$ cat src/rtl/fpu_md_pkg.sv
// Shared definitions for the FP multiply/divide sequencing controller:
// operand class flag indices, FSM states and the exception decode.
package fpu_md_pkg;

  localparam int FL_ZERO = 0;
  localparam int FL_INF  = 1;
  localparam int FL_QNAN = 2;
  localparam int FL_SNAN = 3;

  typedef enum logic [2:0] {
    MD_IDLE = 3'd0,
    MD_SPEC = 3'd1,
    MD_MUL  = 3'd2,
    MD_DIV  = 3'd3,
    MD_DONE = 3'd4
  } md_state_e;

  // Returns {nv, dz} for an operation given both operand class flags.
  function automatic logic [1:0] md_exc(input logic [3:0] fla, input logic [3:0] flb,
                                        input logic fdiv);
    logic nv, dz;
    nv = fla[FL_SNAN] | flb[FL_SNAN]
       | (!fdiv & ((fla[FL_ZERO] & flb[FL_INF]) | (fla[FL_INF] & flb[FL_ZERO])))
       | (fdiv & fla[FL_ZERO] & flb[FL_ZERO])
       | (fdiv & fla[FL_INF] & flb[FL_INF]);
    dz = fdiv & (fla == 4'b0000) & (flb == 4'b0001);
    return {nv, dz};
  endfunction

endpackage

$ cat src/rtl/md_iter_cnt.sv
// Loadable up-counter with terminal-count flag, shared by the MUL latency
// wait and the DIV iteration sequence.
module md_iter_cnt #(
  parameter int CNT_W = 5
) (
  input  logic             clk,
  input  logic             rst,
  input  logic             clr,
  input  logic             en,
  input  logic [CNT_W-1:0] tc,
  output logic [CNT_W-1:0] cnt,
  output logic             last
);

  logic [CNT_W-1:0] cnt_q, cnt_d;

  always_comb begin
    cnt_d = cnt_q;
    if (clr)     cnt_d = '0;
    else if (en) cnt_d = cnt_q + CNT_W'(1);
  end

  always_ff @(posedge clk) begin
    if (rst) cnt_q <= '0;
    else     cnt_q <= cnt_d;
  end

  assign cnt  = cnt_q;
  assign last = (cnt_q == tc);

endmodule

$ cat src/rtl/fpu_md_ctrl.sv
// Sequencing controller for the double-precision mul/div path: routes special
// operands to the special-case generator, otherwise times the mul or div datapath.
module fpu_md_ctrl
  import fpu_md_pkg::*;
#(
  parameter int MUL_LAT  = 3,
  parameter int DIV_ITER = 27,
  parameter int CNT_W    = $clog2(DIV_ITER+1)
) (
  input  logic             clk,
  input  logic             rst,
  input  logic             flush,
  input  logic             in_valid,
  output logic             in_ready,
  input  logic             in_fdiv,
  input  logic [3:0]       in_fla,
  input  logic [3:0]       in_flb,
  output logic [3:0]       op_fla,
  output logic [3:0]       op_flb,
  output logic             op_fdiv,
  output logic             dp_start,
  output logic             dp_iter_en,
  output logic [CNT_W-1:0] dp_iter_cnt,
  output logic             dp_last,
  output logic             res_sel_spec,
  output logic             out_valid,
  input  logic             out_ready,
  output logic             exc_nv,
  output logic             exc_dz,
  output logic             busy
);

  localparam logic [CNT_W-1:0] MUL_TC = CNT_W'(MUL_LAT - 1);
  localparam logic [CNT_W-1:0] DIV_TC = CNT_W'(DIV_ITER - 1);

  md_state_e        state_q;
  logic [3:0]       fla_q, flb_q;
  logic             fdiv_q, nv_q, dz_q;
  logic             start_q, spec_q, ovld_q;
  logic             accept, special, counting, cnt_last, cnt_clr;
  logic [CNT_W-1:0] cnt, cnt_tc;

  assign in_ready = (state_q == MD_IDLE) && !flush && !rst;
  assign accept   = in_valid && in_ready;
  assign special  = (|in_fla) || (|in_flb);
  assign counting = (state_q == MD_MUL) || (state_q == MD_DIV);
  assign cnt_tc   = (state_q == MD_DIV) ? DIV_TC : MUL_TC;
  // Clearing at terminal count keeps the counter at 0 outside MUL/DIV.
  assign cnt_clr  = flush || accept || (counting && cnt_last);

  md_iter_cnt #(.CNT_W(CNT_W)) u_cnt (
    .clk  (clk),
    .rst  (rst),
    .clr  (cnt_clr),
    .en   (counting),
    .tc   (cnt_tc),
    .cnt  (cnt),
    .last (cnt_last)
  );

  always_ff @(posedge clk) begin
    if (rst) begin
      state_q <= MD_IDLE;
      fla_q   <= '0;
      flb_q   <= '0;
      fdiv_q  <= 1'b0;
      nv_q    <= 1'b0;
      dz_q    <= 1'b0;
      start_q <= 1'b0;
      spec_q  <= 1'b0;
      ovld_q  <= 1'b0;
    end else if (flush) begin
      // Operand and exception registers are left as-is; nothing qualifies them.
      state_q <= MD_IDLE;
      start_q <= 1'b0;
      spec_q  <= 1'b0;
      ovld_q  <= 1'b0;
    end else begin
      start_q <= 1'b0;
      unique case (state_q)
        MD_IDLE: if (accept) begin
          state_q          <= special ? MD_SPEC : (in_fdiv ? MD_DIV : MD_MUL);
          fla_q            <= in_fla;
          flb_q            <= in_flb;
          fdiv_q           <= in_fdiv;
          {nv_q, dz_q}     <= md_exc(in_fla, in_flb, in_fdiv);
          spec_q           <= special;
          start_q          <= !special;
        end
        MD_SPEC: begin
          state_q <= MD_DONE;
          ovld_q  <= 1'b1;
        end
        MD_MUL, MD_DIV: if (cnt_last) begin
          state_q <= MD_DONE;
          ovld_q  <= 1'b1;
        end
        MD_DONE: if (out_ready) begin
          state_q <= MD_IDLE;
          ovld_q  <= 1'b0;
          spec_q  <= 1'b0;
        end
        default: state_q <= MD_IDLE;
      endcase
    end
  end

  assign op_fla       = fla_q;
  assign op_flb       = flb_q;
  assign op_fdiv      = fdiv_q;
  assign dp_start     = start_q;
  assign dp_iter_en   = (state_q == MD_DIV);
  assign dp_iter_cnt  = cnt;
  assign dp_last      = (state_q == MD_DIV) && cnt_last;
  assign res_sel_spec = spec_q;
  assign out_valid    = ovld_q;
  assign exc_nv       = nv_q;
  assign exc_dz       = dz_q;
  assign busy         = (state_q != MD_IDLE);

endmodule
$ cat config.mk
export PLATFORM = sky130hd
export DESIGN_NAME = fpu_md_ctrl
export DESIGN_NICKNAME = d
export VERILOG_FILES = /design/src/rtl/fpu_md_pkg.sv /design/src/rtl/md_iter_cnt.sv /design/src/rtl/fpu_md_ctrl.sv
export SDC_FILE = /design/constraint.sdc
export NUM_CORES = 1
export LEC_CHECK = 0
export ABC_AREA = 1
export CAP_MARGIN = 20
export CELL_PAD_IN_SITES_DETAIL_PLACEMENT = 0
export CELL_PAD_IN_SITES_GLOBAL_PLACEMENT = 1
export CORE_MARGIN = 10
export CORE_UTILIZATION = 27
export DETAILED_ROUTE_END_ITERATION = 12
export PLACE_DENSITY = 0.78
export SYNTH_ARGS = -nofsm -noshare
export SYNTH_HDL_FRONTEND = slang
export SYNTH_HIERARCHICAL = 1
export SYNTH_SLANG_ARGS = --single-unit
$ cat constraint.sdc
create_clock -name clk -period 1.56 [get_ports clk]
set_input_delay 0.156 -clock clk [delete_from_list [all_inputs] [get_ports clk]]
set_output_delay 0.156 -clock clk [all_outputs]
set_load 0.005 [all_outputs]
After elaboration in Yosys (flattened, before gate mapping). Cells that the tools add are included.

Bits in registers: 22. Input bits: 14. Output and inout bits: 23. Logic and storage cells: 77.

$add $sub $neg: 1. Equal/unequal tests: 9. Mux-type cells: 12. Bitwise operators: 17. Reductions and logical operators: 28.

Operators by type and width (count): $pmux 3 s4 (1); $reduce_and 3->1 (4); $reduce_or 4->1 (3); $and 1x1->1 (9); $mux 3 (3); $eq 3x2->1 const B (2); $ne 2x2->1 const B (3); $reduce_bool 3->1 (2); $reduce_or 2->1 (3); $add 5x1->5 const B (1); $eq 5x5->1 (1); $logic_and 1x1->1 (5); $mux 5 (1); $or 1x1->1 (5); $eq 4x1->1 const B (1); $logic_not 1->1 (4); $logic_not 4->1 (1); $logic_or 1x1->1 (4); $mux 1 (4); $eq 3x1->1 const B (1); $eq 3x3->1 const B (1); $logic_not 3->1 (1); $not 1->1 (3); $pmux 1 s3 (1); 3 further kinds (3).

Logic depth before layout (Yosys ltp).
Word-level depth: 7. Gate-level depth with buffers: 15. Mapped depth without buffers: 15.

By module. Netlist, hierarchy kept.

By module, submodules not included: fpu_md_ctrl (instances 1, cells an instance 129, area each 845.8 um^2, seq. area each 340.3 um^2); md_iter_cnt (instances 1, cells an instance 46, area each 284.0 um^2, seq. area each 100.1 um^2).

Worst setup path before layout. No wires, ideal clock.

Path kind: reg2reg. Start: register state_q[1]. End: register u_cnt.cnt_q[1], in the netlist u_cnt/cnt[1]. Setup time: 0.070 ns. Arrival: 1.634 ns. Data required time: 1.490 ns. Setup slack: -0.144 ns. Stages on the path, launching flop included: 13. Path buffers: 0. Clock period less this slack: 1.704 ns. Cells stage by stage: dfxtp_1 > inv_1 > nor3_1 > inv_1 > nand2_1 > nand2_1 > nand3_1 > nor2_1 > nand2_1 > nand2_1 > nor2_1 > o21ai_0 > a21oi_1.

Elaborated cells on any way between the ends: 13. Classes of those cells: 3 x eq/ne; 1 x mux; 9 x reduce/logical.

RTL lines: start, declared (line fpu_md_ctrl.sv:36) `md_state_e state_q;`; start signal, assigned (line fpu_md_ctrl.sv:82) `state_q <= special ? MD_SPEC : (in_fdiv ? MD_DIV : MD_MUL);`; $eq 3x2->1; named net dp_iter_en (line fpu_md_ctrl.sv:22) `output logic dp_iter_en,`; $mux 5 (line fpu_md_ctrl.sv:47) `assign cnt_tc = (state_q == MD_DIV) ? DIV_TC : MUL_TC;`; $eq 5x5->1 (line md_iter_cnt.sv:29) `assign last = (cnt_q == tc);`; named net cnt_last (line fpu_md_ctrl.sv:40) `logic accept, special, counting, cnt_last, cnt_clr;`; $logic_and 1x1->1 (line fpu_md_ctrl.sv:49) `assign cnt_clr = flush || accept || (counting && cnt_last);`; $logic_or 1x1->1 (line fpu_md_ctrl.sv:49); named net cnt_clr (line fpu_md_ctrl.sv:40); $reduce_or 2->1 (no line); end signal, assigned (line md_iter_cnt.sv:25) `else cnt_q <= cnt_d;`; end, declared (line md_iter_cnt.sv:15) `logic [CNT_W-1:0] cnt_q, cnt_d;`.

The timed path passes the listed nets, and every way through them passes these cells. A chain may end at the register's enable or synchronous reset.

Final worst setup path.
Start: register state_q[1]. End: register u_cnt.cnt_q[2], in the netlist u_cnt/cnt[2].

Elaborated cells on any way between the ends: 13. Classes of those cells: 3 x eq/ne; 1 x mux; 9 x reduce/logical.

RTL lines (line): $eq 3x2->1 (fpu_md_ctrl.sv:47); $mux 5 (fpu_md_ctrl.sv:47); $eq 5x5->1 (md_iter_cnt.sv:29); named net cnt_last (fpu_md_ctrl.sv:40); $logic_and 1x1->1 (fpu_md_ctrl.sv:49); $logic_or 1x1->1 (fpu_md_ctrl.sv:49); named net cnt_clr (fpu_md_ctrl.sv:40); $reduce_or 2->1 (no line).

The timed path passes the listed nets, and every way through them passes these cells.

==> tab_implementation.tex <==
\begin{tabular}{lr}
\hline
Metric & Value \\
\hline
\multicolumn{2}{l}{\textbf{Power and ir drop}} \\
\quad Combinational share of power & 16.9\% \\
\quad Internal portion of total power & 0.911 mW \\
\quad Share of power burned in the clock network & 34.5\% \\
\quad Sequential share of power & 48.6\% \\
\quad Power spent charging and discharging nets & 0.295 mW \\
\quad Highest ir drop seen on vdd & 0.000255 V \\
\quad Power per cell area & 661 nW/um2 \\
\quad Sw Share & 24.5\% \\
\quad Static leakage power & 0.765 nW \\
\multicolumn{2}{l}{\textbf{Drt}} \\
\quad Per-cell via count in the routed design & 4.19 \\
\quad Detailed Route Iter0 Violations & 33 \\
\quad Vias after detailed routing & 1,193 \\
\quad Routed wirelength normalized by instance count & 11.0 um \\
\quad Antenna Violating Nets Remaining & 0 \\
\quad DRC violations left & 0 \\
\quad WL final & 3130 um \\
\quad Detailed Routing Iterations Pass 1 & 4 \\
\multicolumn{2}{l}{\textbf{Hold path}} \\
\quad Classification of the worst-slack hold path & reg -> reg \\
\multicolumn{2}{l}{\textbf{Placement}} \\
\quad Post-detailed-placement half-perimeter wirelength & 2520 um \\
\quad Worst setup slack before clock tree synthesis & -0.233 ns \\
\quad Port Buffer Count & 36 \\
\quad Routability congestion estimate & 0.759 \\
\multicolumn{2}{l}{\textbf{Run status}} \\
\quad Result of the run & finished, violations left \\
\quad Violations in the final reports & setup timing \\
\multicolumn{2}{l}{\textbf{Cells and area}} \\
\quad Synth-to-Final Area Change & 61.6\% \\
\quad Share of final-layout standard cells stronger than drive strength 1 & 24.3\% \\
\quad Ant diodes & 0 \\
\quad NumNets Final & 251 \\
\multicolumn{2}{l}{\textbf{STA}} \\
\quad Final setup violating endpoints & 6 \\
\quad Worst Hold Slack & 0.470 ns \\
\quad Max-slew violation count & 0 \\
\quad Setup repair after global routing missed its margin & true \\
\quad Tcrit/Tclk final & 106\% \\
\quad Highest clock rate & 0.604 GHz \\
\quad Post-layout worst setup margin & -0.0953 ns \\
\quad Clock skew & 0.00622 ns \\
\quad Number of hold violations in the final report & 0 \\
\quad Final critical delay including setup and external delays & 1.66 ns \\
\multicolumn{2}{l}{\textbf{Critical path}} \\
\quad End of the critical path & u\_cnt/cnt[2] \\
\quad Crit Path Category & reg -> reg \\
\quad R2R depth & 15 \\
\quad CP startpoint & state\_q[1] \\
\quad Reg-to-reg startpoint & state\_q[1] \\
\quad Required time at the endpoint of the critical path & 1.76 ns \\
\quad Arr. time, crit path & 1.85 ns \\
\quad FF-to-FF End & u\_cnt/cnt[2] \\
\quad Internal reg-to-reg setup slack & -0.1 ns \\
\quad Largest fanout on the critical path & 5 \\
\quad Setup crit end kind & flip-flop \\
\quad Nature of the critical path startpoint & flip-flop \\
\multicolumn{2}{l}{\textbf{CTS}} \\
\quad Clock net sink count & 22 \\
\quad Buffers from clock root to sink, at most & 2 \\
\quad CTS root buf & clkbuf\_8 \\
\quad Clock tree from TritonCTS & yes \\
\quad Clock insertion delay at the later pin of the skew report & 0.26 ns \\
\quad H-tree levels & 1 \\
\quad Reg clk slew, reported paths & 0.09 ns \\
\quad Number of clock buffers inserted by TritonCTS & 3 \\
\quad Hold-fix buffers at CTS & 0 \\
\multicolumn{2}{l}{\textbf{Floorplan}} \\
\quad Floorplan die area & 7170 um2 \\
\quad Std cell rows & 23 \\
\quad Initial core utilization & 28.0\% \\
\quad Placeable core area & 4030 um2 \\
\quad X dimension of the die & 84.7 um \\
\quad Height of the chip & 84.7 um \\
\quad Number of top-level design ports & 37 \\
\multicolumn{2}{l}{\textbf{GRT}} \\
\quad Antenna violations before repair & 0 \\
\quad Total GRT Usage & 8.69\% \\
\quad Via count of the first global-routing pass & 1,164 \\
\quad Remaining Overflow, GRT & 0 \\
\quad Global-route wire length before repair & 5210 um \\
\quad Largest net degree at the start of global routing & 13 \\
\multicolumn{2}{l}{\textbf{Synthesis}} \\
\quad Cell count after synthesis & 175 \\
\quad Fraction of synthesized cell area in xor and xnor cells & 2.33\% \\
\quad Ys Warns & 6 \\
\quad Post-Syn Area per Cell & 6.46 um2 \\
\quad Count of distinct cell types in the synthesized netlist & 19 \\
\quad Fraction of the mapped netlist area in compound gates & 10.6\% \\
\quad Netlist Area Pre-Place & 1130 um2 \\
\quad Multiplexer fraction of the synthesized cell area & 0\% \\
\quad Proportion of synthesized chip area in sequential cells & 39.0\% \\
\quad Synthesized-area fraction occupied by and/or/nand/nor cells & 37.3\% \\
\quad Synthesized-area fraction occupied by adder cells & 1.11\% \\
\quad Largest family of logic cells by synthesized area & simple AND/OR/NAND/NOR gates \\
\quad Flip-flop and latch count after synthesis & 22 \\
\multicolumn{2}{l}{\textbf{Job}} \\
\quad Number of maximum-capacitance violations & 0 \\
\hline
\end{tabular}
==> cell usage in the layout (no fill, tap or decap), types with 4 or more instances in the layout <==
cell type        instances
dfxtp_1                 19
a21oi_1                  7
nand2_1                 36
nor2_1                  41
nand2_2                  7
inv_2                    6
o21ai_0                 12
buf_4                   18
clkdlybuf4s50_1         32
clkbuf_8                 4
inv_1                   16
==> how the worst min path moves through the flow <==
stage	start	endpoint	slack, ns	cells past startpoint
2_1_floorplan	rst	exc_dz	0.23	1
6_report	exc_dz	exc_dz	0.47	2
3_3_place_gp	out_valid	out_valid	0.45	2
5_1_grt	exc_dz	exc_dz	0.50	2
4_1_cts	out_valid	out_valid	0.47	2
3_5_place_dp	out_valid	out_valid	0.46	2
==> logic make-up after synthesis <==
| family | Yosys count |
|---|---|
| AO/OA/AOI/OAI | 24 |
| XOR/XNOR | 3 |
| other | 2 |
| adder cells (fa/ha/maj) | 1 |
| flip-flops | 22 |
| AND/OR/NAND/NOR | 99 |
| buffers and inverters | 24 |
==> stage by stage <==
stage / TNS [ns] / std cells / util (%) / instance area [um2] / total power, mW
global route: -1.56 / 285 / 45.3 / 1830 / 1.28
floorplan: 0 / 176 / - / 1140 / 0.688
detailed placement: -0.649 / 279 / 42.0 / 1690 / 0.796
CTS: -0.454 / 285 / 43.7 / 1760 / 1.22
global placement: -0.469 / 279 / 42.0 / 1690 / 0.796
finish: -0.406 / 285 / 45.3 / 1830 / 1.21
==> layer usage <==
metal  GRT usage [%]  up-vias  share of wire [%]
met5               0        -                  0
li1                -      652                  -
met1            9.41      524                 43
met3            2.42        2                5.0
met2            15.4       15                 50
met4            3.59        0                1.2
==> sequential cells by signal (all words and copies together), names as in the netlist <==
register / flops
state_q: 3
out_valid: 1
exc_nv: 1
op_fla: 4
res_sel_spec: 1
u_cnt/cnt: 5
op_flb: 4
exc_dz: 1
dp_start: 1
op_fdiv: 1
==> power by group through the flow <==
stage	Sequential [mW]	Clock [mW]	Combinational, mW
CTS	0.587	0.436	0.198
floorplan	0.601	0	0.0864
global placement	0.599	0	0.196
finish	0.586	0.416	0.204
global route	0.589	0.463	0.229
detailed placement	0.600	0	0.196
==> cell type report <==
cell class / instances / area [um2]
Fill cell: 421 / 2200
Inverter: 22 / 82.6
Timing Repair Buffer: 57 / 520
Sequential cell: 22 / 444
Tap cell: 50 / 62.6
Clock buffer: 4 / 55.1
Multi-Input combinational cell: 130 / 661
==> synth_stat cells (all sizes together) <==
library cell	instances	area share [%]
dfxtp	22	39
nand2	44	16
nand3	5	2.2
nor3	4	2.8
conb	2	0.66
inv	22	7.3
buf	2	1.7
nor2	46	17
o21ai	15	6.6
ha	1	1.1
a21oi	9	4.0
xnor2	3	2.3
==> timing repair <==
item | in CTS | in global routing
pin swaps | 5 | 7
endpoints found under the setup margin | 12 | 10
gates resized for setup | 17 | 20
setup buffers | 2 | 0
==> critical path, cell delays in order, from the launching register on <==
cell	delay, ns
dfxtp_2	0.34
inv_2	0.05
nor3_4	0.22
buf_6	0.13
inv_2	0.03
nand2_2	0.04
nand2_2	0.04
nand3_2	0.07
nor2_2	0.04
nand2_1	0.07
buf_4	0.11
nand2_2	0.05
nor2_2	0.12
buf_6	0.12
o21ai_2	0.05
a21oi_1	0.11
Note: power is estimated with default switching activity, not from simulation.
